--- config.mk ---
export PLATFORM = sky130hd
export DESIGN_NAME = pc_sequencer
export DESIGN_NICKNAME = d
export VERILOG_FILES = /design/src/rtl/pc_sequencer.sv
export SDC_FILE = /design/constraint.sdc
export NUM_CORES = 1
export LEC_CHECK = 0
export BUFFER_PORTS_ARGS = -buffer_cell sky130_fd_sc_hd__buf_4
export CORE_MARGIN = 5
export CORE_UTILIZATION = 27
export CTS_BUF_LIST = sky130_fd_sc_hd__clkbuf_4
export CTS_CLUSTER_DIAMETER = 30
export DETAILED_ROUTE_END_ITERATION = 7
export GPL_TIMING_DRIVEN = 1
export HOLD_SLACK_MARGIN = 0.15
export PLACE_DENSITY = 0.6
export SLEW_MARGIN = 0
export SYNTH_ARGS = -nofsm -noshare
export SYNTH_HDL_FRONTEND = slang
export SYNTH_SLANG_ARGS = --single-unit
--- constraint.sdc ---
create_clock -name clk -period 2.1 [get_ports clk]
set_clock_uncertainty 0.2 [all_clocks]
set_input_delay 0.42 -clock clk [delete_from_list [all_inputs] [get_ports clk]]
set_output_delay 0.42 -clock clk [all_outputs]
set_load 0.01 [all_outputs]
--- src/rtl/pc_sequencer.sv ---
// Fetch-address sequencer: BOOT/RUN/HALT control of the program counter.
// Redirects seen during a stall are parked in a one-entry pending slot.
module pc_sequencer #(
  parameter int              XLEN       = 32,
  parameter logic [XLEN-1:0] RESET_VEC  = 32'h0000_0000,
  parameter int              INST_BYTES = 4
) (
  input  logic            clk,
  input  logic            rst_n,
  input  logic            hazard_stall,
  input  logic            mem_stall,
  input  logic            trap,
  input  logic [XLEN-1:0] trap_pc,
  input  logic            flush,
  input  logic [XLEN-1:0] flush_pc,
  input  logic            pred_taken,
  input  logic [XLEN-1:0] pred_pc,
  input  logic            halt,
  input  logic            wake,
  output logic [XLEN-1:0] pc,
  output logic            pc_valid,
  output logic            redir_pending
);

  typedef enum logic [1:0] {
    BOOT = 2'd0,
    RUN  = 2'd1,
    HALT = 2'd2
  } state_t;

  localparam logic [XLEN-1:0] INC        = XLEN'(INST_BYTES);
  localparam logic [XLEN-1:0] ALIGN_MASK = ~XLEN'(INST_BYTES - 1);

  state_t          state_reg;
  logic [XLEN-1:0] pc_reg;
  logic            pc_valid_reg;
  logic            pend_valid_reg;
  logic            pend_trap_reg;
  logic [XLEN-1:0] pend_pc_reg;

  logic            stall;
  logic [XLEN-1:0] pc_inc;
  logic [XLEN-1:0] raw_tgt [3];
  logic [XLEN-1:0] aln_tgt [3];

  assign stall  = hazard_stall | mem_stall;
  assign pc_inc = pc_reg + INC;

  // Index 0: trap, 1: flush, 2: predicted target.
  assign raw_tgt[0] = trap_pc;
  assign raw_tgt[1] = flush_pc;
  assign raw_tgt[2] = pred_pc;

  generate
    for (genvar gi = 0; gi < 3; gi++) begin : g_align
      assign aln_tgt[gi] = raw_tgt[gi] & ALIGN_MASK;
    end
  endgenerate

  always_ff @(posedge clk or negedge rst_n) begin
    if (!rst_n) begin
      state_reg      <= BOOT;
      pc_reg         <= RESET_VEC;
      pc_valid_reg   <= 1'b0;
      pend_valid_reg <= 1'b0;
      pend_trap_reg  <= 1'b0;
      pend_pc_reg    <= '0;
    end else begin
      case (state_reg)
        BOOT: begin
          state_reg    <= RUN;
          pc_valid_reg <= 1'b1;
        end

        RUN: begin
          if (stall) begin
            // A parked trap outranks any later flush; a later trap always wins.
            if (trap) begin
              pend_valid_reg <= 1'b1;
              pend_trap_reg  <= 1'b1;
              pend_pc_reg    <= aln_tgt[0];
            end else if (flush && !(pend_valid_reg && pend_trap_reg)) begin
              pend_valid_reg <= 1'b1;
              pend_trap_reg  <= 1'b0;
              pend_pc_reg    <= aln_tgt[1];
            end
          end else begin
            pend_valid_reg <= 1'b0;
            pend_trap_reg  <= 1'b0;
            if (trap) begin
              pc_reg <= aln_tgt[0];
            end else if (flush) begin
              pc_reg <= aln_tgt[1];
            end else if (pend_valid_reg) begin
              pc_reg <= pend_pc_reg;
            end else if (halt && !wake) begin
              state_reg    <= HALT;
              pc_valid_reg <= 1'b0;
              pc_reg       <= pc_inc;
            end else if (pred_taken) begin
              pc_reg <= aln_tgt[2];
            end else begin
              pc_reg <= pc_inc;
            end
          end
        end

        HALT: begin
          if (trap) begin
            state_reg    <= RUN;
            pc_valid_reg <= 1'b1;
            pc_reg       <= aln_tgt[0];
          end else if (flush) begin
            state_reg    <= RUN;
            pc_valid_reg <= 1'b1;
            pc_reg       <= aln_tgt[1];
          end else if (wake) begin
            state_reg    <= RUN;
            pc_valid_reg <= 1'b1;
          end
        end

        default: begin
          state_reg    <= BOOT;
          pc_valid_reg <= 1'b0;
        end
      endcase
    end
  end

  assign pc            = pc_reg;
  assign pc_valid      = pc_valid_reg;
  assign redir_pending = pend_valid_reg;

endmodule

==> flow_summary.ini <==
[power]
pwr-share-comb_pct = 41.3
p_int_mw = 2.75
switching_share_pct = 35.5
leakagePower_nw = 3.40
p_seq_share_pct = 37.9
vdd_drop_max_v = 0.000259
pwr-share-clk_pct = 20.9
power_density_nw_per_um2 = 552
power_switching_mw = 1.51

[final_layout]
fillers = 1731
layout.nets = 953
regArea_sq_um = 1630
layout_common_cells = buf_4, dlygate4sd3_1, nand2_1, dfrtp_1, o21ai_0
layout-drive-gt1-share_pct = 35.3
multi_input_area_sq_um = 2940
insertedDiodeCount = 0
syn2layout_area_growth_pct = 65.3
final_common_cell = buf_4
final_util_pct = 45.1

[clock_tree]
cts-root-buf = clkbuf_4
cts_buffer_depth = 2
h-tree-depth = 3
cts_sinks = 65
worstSkewPairLatency_ns = 0.46
clkSlewWorstSetupHoldPaths_ns = 0.12
cts_made_buffers = 9
cts_tree = yes

[grt]
track_usage_pct = 20.0
grtUsageMet1_pct = 26.9
antenna_found_initial = 0
grt_pass1_wl_um = 31500
grt_use_met3_pct = 3.94
grt_most_used_layer = met2
met2_usage_pct = 32.0
grt_max_degree = 37
grt-ovfl-total = 0
grt_pass1_vias = 5801

[yosys]
yosysUniqueCellTypes = 72
synthesis.area_sq_um = 4670
ys_async_sr_fraction_pct = 100
synth-seq-cells = 65
syn_inst = 551
synthFlopType = dfrtp_1
synth_warnings = 0
synth_area_per_cell_sq_um = 8.48
yosysSeqAreaShare_pct = 34.8
synth_edf_count = 0

[routing]
drtIter0Drc = 444
wl_per_cell_um = 18.9
viasPerCell = 5.32
routed-via-count = 5729
drc = 0
dr.pass1.iters = 5
antenna_left = 0
totalWireLength_um = 20300

[flow_run]
cap_violations = 0

[worst_setup_path]
crit_path_max_fanout = 3
rr_worst_depth = 6
crit_arrival_ns = 2.23
cp-start-kind = flip-flop
reg2reg_slack_ns = 0.01
rr_endpoint = pc[22]$_DFFE_PN0P_
path_class = reg -> reg
crit_required_ns = 2.24
r2r-start = pc[3]$_DFFE_PN0P_
cp-end-kind = flip-flop

[min_path]
hold-path-endpoint = pc[29]$_DFFE_PN0P_
min_path_cells = 4
hold_start = flush_pc[29]
min_path_type = in -> reg

[die]
fp.dieH_um = 142
die_w_um = 142
core.rowCount = 48
num_io_pins = 139
die-area_sq_um = 20000
coreArea_sq_um = 17100
start_util_pct = 27.3

[sta]
max_freq_mhz = 479
rsz0062_at_grt = true
hold_viol = 0
setup_slack_ns = 0.0102
fin_crit_sh_pct = 99.5
finalSetupViolCount = 0
min_period_ns = 2.09
slew_viol_final = 0
max-slew-margin-rel_pct = 65.1
worstMarginPinSlew_ns = 0.523

[place]
dp_slack_ns = -0.277
io_buffers = 130
place.gp.congestion = 0.925
hpwl_um = 15300

[outcome]
status = finished clean
-- power groups by stage --
stage	logic [mW]	clock network, mW	registers (mW)
final	1.76	0.889	1.62
after floorplan	0.623	0	1.72
after global routing	1.91	0.949	1.64
after global placement	1.58	0	1.64
after detailed placement	1.59	0	1.64
after CTS	1.72	0.901	1.61
-- cells by family (layout without fill, tap and decap cells) --
group	count (synthesis)	in the layout	synth area share, %
AOI/OAI and AO/OA	205	205	31.2
and+or+nand+nor	191	191	20.5
DFF	65	65	34.8
buffers and inverters	48	348	4.77
muxes	29	29	6.32
xor gates and xnor gates	11	11	2.06
adders and majority gates	1	1	0.268
other	1	2	0.0803
-- cells in the mapped netlist, types with 4 or more instances --
master,count,area (sq um)
nand4_1,7,43.8
xnor2_1,6,52.6
dfrtp_1,65,1630
and3_1,7,43.8
o31ai_1,8,60.1
nor2_1,39,146
mux2i_1,25,250
inv_1,8,30.0
o21ai_0,54,270
nor2b_1,8,50.1
nand2_1,62,233
clkbuf_1,13,48.8
a22oi_1,14,105
nand2b_1,7,43.8
a211oi_1,4,30.0
a21oi_1,22,110
buf_2,16,80.1
o221ai_1,9,78.8
buf_4,4,30.0
o21ai_1,4,20.0
a21o_1,7,52.6
o211ai_1,5,37.5
o221a_2,4,45.0
o22ai_1,11,68.8
mux2_2,4,45.0
buf_1,5,18.8
a221o_1,8,80.1
nor3_1,14,70.1
a211o_1,4,35.0
a31oi_1,5,31.3
nor4_1,5,31.3
nand3_1,22,110
a221oi_1,13,114
xor2_1,5,43.8
-- how the worst max path moves through the flow --
stage,depth (start not counted),to,from,slack (ns)
2_1_floorplan,8,pc[25]$_DFFE_PN0P_,trap,0.002
3_3_place_gp,7,pc[29]$_DFFE_PN0P_,mem_stall,-0.24
3_5_place_dp,7,pc[29]$_DFFE_PN0P_,mem_stall,-0.28
4_1_cts,6,pc[22]$_DFFE_PN0P_,pc[3]$_DFFE_PN0P_,0.0006
5_1_grt,6,pc[20]$_DFFE_PN0P_,state_reg[0]$_DFFE_PN0P_,-0.06
6_report,6,pc[22]$_DFFE_PN0P_,pc[3]$_DFFE_PN0P_,0.01
-- area by class of cell --
class | instances | share of cell area, %
Multi-Input combinational cell | 439 | 38.1
Timing Repair Buffer | 323 | 35.0
Inverter | 9 | 0.437
Clock buffer | 11 | 1.07
Sequential cell | 65 | 21.1
Tap cell | 225 | 3.65
Clock inverter | 5 | 0.599
-- metal layers --
metal / vias to the layer above / part of all wire [%]
met5: - / 0
met4: 0 / 2.9
met3: 42 / 6.3
met2: 231 / 47
met1: 2740 / 44
li1: 2716 / -
-- critical path, cell delays in order, from the launching register on --
cell and delay, ns:
dfrtp_2 0.39, ha_2 0.18, nand3_2 0.10, or3_4 0.42
or2_4 0.29, o32ai_2 0.27, a22oi_1 0.12
-- per-stage QoR --
step	setup TNS (ns)	cell area, sq um	instances	hold WS (ns)	total power, mW
floorplan	0	4690	552	-0.0756	2.34
global placement	-4.07	6740	985	0.233	3.21
detailed placement	-4.73	6740	985	0.230	3.23
CTS	0	7610	1074	0.152	4.24
global route	-0.219	7720	1077	0.173	4.50
finish	0	7720	1077	0.175	4.26
-- timing repair --
| action | 4_1_cts | 5_1_grt |
|---|---|---|
| buffers inserted | 0 | 2 |
| endpoints found under the hold margin | 109 | 0 |
| pin swaps | 1 | 5 |
| resized for setup | 2 | 24 |
| cloned | 0 | 1 |
| hold buffers | 73 | 0 |
| setup endpoints to repair | 19 | 42 |
(Power assumes the default switching activity.)
